<file path="config.mk">
export PLATFORM = sky130hd
export DESIGN_NAME = vp_validation_fifo
export DESIGN_NICKNAME = d
export VERILOG_FILES = /design/src/rtl/vp_pkg.sv /design/src/rtl/vp_validation_fifo.sv
export SDC_FILE = /design/constraint.sdc
export NUM_CORES = 2
export LEC_CHECK = 0
export CORE_UTILIZATION = 50
export CTS_BUF_LIST = sky130_fd_sc_hd__clkbuf_2
export CTS_CLUSTER_DIAMETER = 80
export DETAILED_ROUTE_END_ITERATION = 6
export GPL_TIMING_DRIVEN = 0
export PLACE_DENSITY = 0.7
export SLEW_MARGIN = 10
export SYNTH_ARGS = -nofsm -noshare
export SYNTH_HDL_FRONTEND = slang
export SYNTH_SLANG_ARGS = --single-unit
</file>
<file path="constraint.sdc">
create_clock -name clk_i -period 6.1 [get_ports clk_i]
set_clock_uncertainty 0.05 [all_clocks]
set_input_delay 1.22 -clock clk_i [delete_from_list [all_inputs] [get_ports clk_i]]
set_output_delay 1.22 -clock clk_i [all_outputs]
set_load 0.05 [all_outputs]
</file>
<file path="src/rtl/vp_pkg.sv">
// Shared types and lane helpers for the value predictor's validation queue.
// Helpers operate on a fixed 2-lane vector; narrower lane counts zero-extend into it.
package vp_pkg;

   localparam int VP_MAX_LANES = 2;

   typedef struct packed {
      logic [31:1] pc;
      logic [31:0] result;
      logic        conf;
   } vp_entry_t;

   function automatic logic [1:0] vp_popcount(input logic [VP_MAX_LANES-1:0] valid);
      return 2'(valid[0]) + 2'(valid[1]);
   endfunction

   // Compacted slot of a lane: how many valid lanes sit below it.
   function automatic logic [1:0] vp_lane_slot(input logic [VP_MAX_LANES-1:0] valid,
                                               input int lane);
      logic [1:0] slot;
      slot = '0;
      for (int i = 0; i < VP_MAX_LANES; i++) begin
         if (i < lane && valid[i]) begin
            slot = slot + 2'd1;
         end
      end
      return slot;
   endfunction

endpackage

</file>
<file path="src/rtl/vp_validation_fifo.sv">
// In-order queue pairing value predictions with their execution results and
// producing registered predictor feedback one cycle after the result arrives.
module vp_validation_fifo
   import vp_pkg::*;
#(
   parameter int P_NUM_PRED   = 2,
   parameter int P_FIFO_DEPTH = 16,
   localparam int P_CNT_WIDTH = $clog2(P_FIFO_DEPTH) + 1
) (
   input  logic                         clk_i,
   input  logic                         rst_i,
   input  logic                         flush_i,
   input  logic [P_NUM_PRED-1:0][31:1]  pred_pc_i,
   input  logic [P_NUM_PRED-1:0][31:0]  pred_result_i,
   input  logic [P_NUM_PRED-1:0]        pred_conf_i,
   input  logic [P_NUM_PRED-1:0]        pred_valid_i,
   output logic                         pred_ready_o,
   input  logic [P_NUM_PRED-1:0][31:0]  exe_actual_i,
   input  logic [P_NUM_PRED-1:0]        exe_valid_i,
   output logic [P_NUM_PRED-1:0][31:1]  fb_pc_o,
   output logic [P_NUM_PRED-1:0][31:0]  fb_actual_o,
   output logic [P_NUM_PRED-1:0]        fb_mispredict_o,
   output logic [P_NUM_PRED-1:0]        fb_conf_o,
   output logic [P_NUM_PRED-1:0]        fb_valid_o,
   output logic [P_CNT_WIDTH-1:0]       count_o,
   output logic                         drop_o,
   output logic                         underflow_o
);

   localparam int PTR_W = $clog2(P_FIFO_DEPTH);

   vp_entry_t              mem [P_FIFO_DEPTH];
   vp_entry_t              rd_entry [P_NUM_PRED];
   logic [PTR_W-1:0]       rd_ptr_q, wr_ptr_q;
   logic [P_CNT_WIDTH-1:0] count_q, nenq, nres, ndeq;
   logic [1:0]             pred_valid_w, exe_valid_w;
   logic                   enq_fire;

   assign pred_valid_w = 2'(pred_valid_i);
   assign exe_valid_w  = 2'(exe_valid_i);
   assign count_o      = count_q;

   // Ready depends on the count register alone, so no input reaches it combinationally.
   assign pred_ready_o = (count_q <= P_CNT_WIDTH'(P_FIFO_DEPTH - P_NUM_PRED));
   assign enq_fire     = pred_ready_o && !flush_i;

   always_comb begin
      nenq = enq_fire ? P_CNT_WIDTH'(vp_popcount(pred_valid_w)) : '0;
      nres = P_CNT_WIDTH'(vp_popcount(exe_valid_w));
      if (flush_i) begin
         ndeq = '0;
      end else if (nres > count_q) begin
         ndeq = count_q;
      end else begin
         ndeq = nres;
      end
   end

   always_comb begin
      for (int k = 0; k < P_NUM_PRED; k++) begin
         rd_entry[k] = mem[rd_ptr_q + PTR_W'(k)];
      end
   end

   // Storage is deliberately left unreset; valid entries are tracked by count and pointers.
   always_ff @(posedge clk_i) begin
      if (enq_fire) begin
         for (int l = 0; l < P_NUM_PRED; l++) begin
            if (pred_valid_i[l]) begin
               mem[wr_ptr_q + PTR_W'(vp_lane_slot(pred_valid_w, l))] <= '{
                  pc:     pred_pc_i[l],
                  result: pred_result_i[l],
                  conf:   pred_conf_i[l]
               };
            end
         end
      end
   end

   always_ff @(posedge clk_i or posedge rst_i) begin
      if (rst_i) begin
         rd_ptr_q        <= '0;
         wr_ptr_q        <= '0;
         count_q         <= '0;
         fb_pc_o         <= '0;
         fb_actual_o     <= '0;
         fb_mispredict_o <= '0;
         fb_conf_o       <= '0;
         fb_valid_o      <= '0;
         drop_o          <= 1'b0;
         underflow_o     <= 1'b0;
      end else if (flush_i) begin
         rd_ptr_q        <= '0;
         wr_ptr_q        <= '0;
         count_q         <= '0;
         fb_actual_o     <= exe_actual_i;
         fb_mispredict_o <= '0;
         fb_valid_o      <= '0;
         drop_o          <= 1'b0;
         underflow_o     <= 1'b0;
      end else begin
         wr_ptr_q    <= wr_ptr_q + PTR_W'(nenq);
         rd_ptr_q    <= rd_ptr_q + PTR_W'(ndeq);
         count_q     <= count_q + nenq - ndeq;
         fb_actual_o <= exe_actual_i;
         drop_o      <= !pred_ready_o && (|pred_valid_i);
         underflow_o <= (nres > count_q);
         for (int k = 0; k < P_NUM_PRED; k++) begin
            fb_valid_o[k] <= (P_CNT_WIDTH'(k) < ndeq);
            if (P_CNT_WIDTH'(k) < ndeq) begin
               fb_mispredict_o[k] <= (exe_actual_i[k] != rd_entry[k].result);
               fb_pc_o[k]         <= rd_entry[k].pc;
               fb_conf_o[k]       <= rd_entry[k].conf;
            end else begin
               fb_mispredict_o[k] <= 1'b0;
            end
         end
      end
   end

endmodule
</file>
* After elaboration in Yosys (flattened, before gate mapping)
Memories as Yosys holds them, arrays and structs flattened.
Cells that the tools add are included.
** Word-level totals
- Memories kept :: 1
- Memory bits (writable) :: 1024
- Bits in registers :: 147
- Input port bits :: 199
- Output and inout bits :: 140
- Logic and storage cells :: 57
** Cells by class
- Bitwise operators :: 1
- Equal/unequal tests :: 2
- $lt $le $gt $ge :: 4
- Muxes and demuxes :: 21
- Reduce and logical (&&, ||, !) cells :: 7
- Add/subtract/negate cells :: 8
** Memories
- mem :: depth 16, width 64, read ports 2, clocked after memory_dff 0, write ports 2, line vp_validation_fifo.sv:32 : vp_entry_t mem [P_FIFO_DEPTH];
** Operators by type and width (count)
- $ne 32x32->1 :: 2
- $mux 5 :: 3
- $mux 1 :: 11
- $lt 1x5->1 const A :: 2
- $mux 2 :: 5
- $add 4x2->4 :: 2
- $mux 4 :: 2
- $add 5x2->5 :: 1
- $gt 2x5->1 :: 1
- $le 5x4->1 const B :: 1
- $sub 5x5->5 :: 1
- $add 1x1->2 :: 2
- $add 4x1->4 const B :: 1
- $add 4x4->4 :: 1
- $reduce_and 2->1 :: 2
- $logic_and 1x1->1 :: 2
- $logic_not 1->1 :: 2
- $reduce_or 2->1 :: 1
- $not 1->1 :: 1

* Depth between registers and ports, before layout
- Word-level depth :: 7
- Mapped depth :: 18
- Mapped depth without buffers :: 16

* Worst setup path after synthesis
Ideal clock, no wire load.
- Path type :: register -> register
- Start point :: register count_q[2], in the netlist count_o[2]
- End point :: memory mem[7][0] in the netlist's numbering (enable)
- Slack :: -1.316 ns
- Period minus slack after synthesis :: 7.416 ns
- Cell stages (with the launch flop) :: 6
- Buffers on the path :: 1
- Data required time :: 5.476 ns
- Data arrival time :: 6.791 ns
- Setup time :: 0.574 ns
- Cells stage by stage :: dfrtp_1 -> a41oi_1 -> nor2b_1 -> clkbuf_1 -> nand4_1 -> o21ai_0
** RTL lines
- start: declaration :: line vp_validation_fifo.sv:35 : logic [P_CNT_WIDTH-1:0] count_q, nenq, nres, ndeq;
- start signal: assignment :: line vp_validation_fifo.sv:104 : count_q <= count_q + nenq - ndeq;
- end: declaration :: line vp_validation_fifo.sv:32

* Worst setup path after layout
- Start point :: register rd_ptr_q[1]
- End point :: register fb_mispredict_o[1]
** Between the ends
- Word-level cells in the longest chain between the ends :: 5
** Ends and longest elaborated chain
- start: declaration :: line vp_validation_fifo.sv:34 : logic [PTR_W-1:0] rd_ptr_q, wr_ptr_q;
- start signal: assignment :: line vp_validation_fifo.sv:103 : rd_ptr_q <= rd_ptr_q + PTR_W'(ndeq);
- $add 4x1->4 :: line vp_validation_fifo.sv:61 : rd_entry[k] = mem[rd_ptr_q + PTR_W'(k)];
- $mem_v2 16x64
- $ne 32x32->1 :: line vp_validation_fifo.sv:111 : fb_mispredict_o[k] <= (exe_actual_i[k] != rd_entry[k].result);
- $mux 1 :: line vp_validation_fifo.sv:110 : if (P_CNT_WIDTH'(k) < ndeq) begin
- $mux 2 :: line vp_validation_fifo.sv:92 : end else if (flush_i) begin
- end signal: indexed assignment :: line vp_validation_fifo.sv:111
- end: declaration :: line vp_validation_fifo.sv:22 : output logic [P_NUM_PRED-1:0] fb_mispredict_o,
Every way passes these cells.
A chain may end at the register's enable or synchronous reset.

==> metrics.txt <==
Int Power=15.8 mW; maximum capacitance violations=2; vertical extent of the die=367 um; arrival time worst endpoint=7.96 ns; setup tns final=-0.676 ns; number of design rule violations left after detail routing=4; vias in the first global route=49300; fill cell total of the finished layout=10500; placed cell count=6445; sequential share of the synthesized area=0.517; Total Routing Usage GR=0.447; crit path launch type=flop; Highest Clock Rate=156 MHz; final slew viol count=11; status=finished with violations; CTS tree=done; minimum setup slack among reg-to-reg paths=-0.33 ns; static leakage=26.5 nW; Post-Syn Area=66500 um^2; failing checks=design-rule violations, max-capacitance violations, max-slew violations, negative setup slack; average cell area after synthesis=15.6 um^2; class of the worst hold path=in -> reg; maximum count of clock buffers along a single path=4; master cell of the clock root buffer=clkbuf_2; total routed wirelength=304000 um; buffers inserted by post-CTS timing repair=0; synth warn=0; Slew Limit Headroom=-0.0265; part of the cycle the worst path needs=1.05; mean number of vias per cell=7.07; Hold Fails Final Rpt=0; total power after layout=27.4 mW; share of async-settable or async-resettable flops after synthesis=0.126; via count=50200; category of the most critical setup path=reg -> reg; wire length of the first global-routing pass=405000 um; Worst Tran Pin Value=1.54 ns; worst-case hold slack=0.0848 ns; most common cell after layout, fill and taps aside=mux2_2; sequential share of power=0.346; die width=367 um; kind of end point of the critical path=flop; Gate Count Post-Synth=4271; grt total ovfl=0; sink count of the clock tree=1171; top-level port count=339; largest net degree at the start of global routing=92; post-synthesis sequential element count=1171; worst-skew pair later-pin latency=1.88 ns; final worst-path setup slack=-0.326 ns; main flop type after synthesis=edfxtp_1; time the worst path needs with I/O delays and setup=6.43 ns; required time worst endpoint=7.63 ns; post-DR wirelength/cell=42.8 um; most area-consuming cells after synthesis=edfxtp_1 (46%), mux2_2 (18%), mux4_2 (17%); DR pass1 iterations=7; EDFF count, synth=1024; library cell occupying the most area in the post-synthesis netlist=edfxtp_1; share of post-route cells with drive strength above 1=0.448; Post-DP HPWL=211000 um; sw power=11.6 mW; unrepaired setup endpoints after global routing=no; TritonCTS Buffers=335; power density normalized to cell area=353 nW/um^2; CP max FO=10; commonest cells after routing, fill and taps aside=mux2_2 (1070), edfxtp_1 (1024), clkbuf_2 (525); area of the die=135000 um^2; number of antenna violations at the first check in global routing=29; remaining antenna violation count after routing=0; standard-cell row count=133; area added between synthesis and finish=16.7%; number of distinct library cells after synthesis=82; share of total power in the clock network=0.218; combinational group share of total power=0.436; maximum VDD drop=0.329 mV; Layout Nets=5286; Clk pin slew, worst setup/hold paths=0.09 ns; initial core utilization=0.505; htree depth=5; area share of the leading cell type in the synthesized netlist=0.462; Port-buffer cells=337; initial drt markers=8025; total setup violations reported at the end of the flow=5; final estimated routing congestion in global placement=1.03; switching part of the total=0.422; final std cells w/o fill=7094; core region area=132000 um^2
==> routing by layer <==
layer,up-vias,track usage,routed length (um)
met2,4562,0.671,134000
met4,24,0.318,26600
met5,-,0,161
li1,18900,-,-
met3,1265,0.154,41300
met1,25400,0.540,102000
==> logic make-up after synthesis <==
family,synth area share
muxes,0.366
adders and majority gates,0.00478
xor gates and xnor gates,0.00724
other,0.000113
buffers and inverters,0.0333
DFF,0.517
AOI/OAI and AO/OA,0.0343
and+or+nand+nor,0.0364
==> Yosys cell counts, drive strengths merged, types with 4 or more instances <==
library cell and instances:
a32oi 7, a21oi 27, mux2 1071, or2 5, fa 4, o2bb2ai 6, o21ai 99, xnor2 47
o2111ai 4, nand3 42, nand2b 9, a221oi 11, a22oi 21, clkbuf 268, o221ai 7, nand4 11
a21o 6, o22ai 18, o21bai 9, mux2i 76, nand2 328, a211oi 35, o311ai 4, nor2b 17
nor3b 5, o31ai 4, ha 19, a2111oi 4, a22o 5, nor3 18, mux4 511, nor2 49
nor4 7, dfrtp 147, buf 177, edfxtp 1024, xor2 8, a31oi 40, and2 42, inv 39
==> sequential cells by signal, summed over array words and instances, names as in the netlist <==
signal,count
fb_mispredict_o,2
drop_o,1
fb_conf_o,2
rd_ptr_q,4
fb_actual_o,64
fb_valid_o,2
underflow_o,1
mem,1024
count_o,5
wr_ptr_q,4
fb_pc_o,62
==> worst max-delay path: stages (launching register included) <==
cell      delay (ns)
dfrtp_1         0.48
ha_1            0.24
xor2_1          0.19
clkbuf_1        1.11
clkbuf_1        0.88
clkbuf_2        0.86
nand2_1         0.12
a31oi_1         0.29
xnor2_1         0.53
nand4_1         0.40
nor4_1          0.81
a21oi_1         0.23
==> layout make-up <==
class	instances	area, um^2	area share
Inverter	40	158	0.00203
Clock buffer	501	2510	0.0323
Buffer	445	2100	0.0271
Tap cell	1755	2200	0.0283
Clock inverter	86	443	0.00570
Timing Repair Buffer	455	5670	0.0730
Antenna cell	25	62.6	0.000806
Sequential cell	1171	34400	0.443
Multi-Input combinational cell	2616	30100	0.387
==> final timing paths <==
| path | start | endpoint | cells after the start |
|---|---|---|---|
| worst max-delay path | rd_ptr_q[1] | fb_mispredict_o[1] | 11 |
| worst min-delay path | exe_actual_i[12] | fb_actual_o[12] | 1 |
| worst max register to register | rd_ptr_q[1] | fb_mispredict_o[1] | 11 |
| worst min register to register | fb_pc_o[59] | fb_pc_o[59] | 2 |
| max in group asynchronous | rst_i | fb_actual_o[39] | 4 |
| min in group asynchronous | rst_i | fb_actual_o[28] | 3 |
==> power groups by stage <==
| stage | clock network (mW) | logic, mW | registers [mW] |
|---|---|---|---|
| 2_1_floorplan | 0 | 5.75 | 10.4 |
| 3_3_place_gp | 0 | 11.3 | 9.71 |
| 3_5_place_dp | 0 | 11.5 | 9.65 |
| 4_1_cts | 5.91 | 11.5 | 9.48 |
| 5_1_grt | 6.29 | 11.9 | 9.53 |
| 6_report | 5.98 | 11.9 | 9.49 |
==> through the flow <==
step	setup WS, ns	instance area, um^2	utilization
finish	-0.326	77600	0.589
global route	0.124	77600	0.589
CTS	0.00624	77600	0.589
detailed placement	-0.659	74300	0.563
global placement	-10.58	72100	0.547
floorplan	-1.32	66500	-
==> repair_timing <==
action,CTS,global route
setup endpoints to repair,0,1
hold buffers,36,1
endpoints found under the hold margin,128,1
resized for setup,0,2
Power figures use the tool's default switching activity.
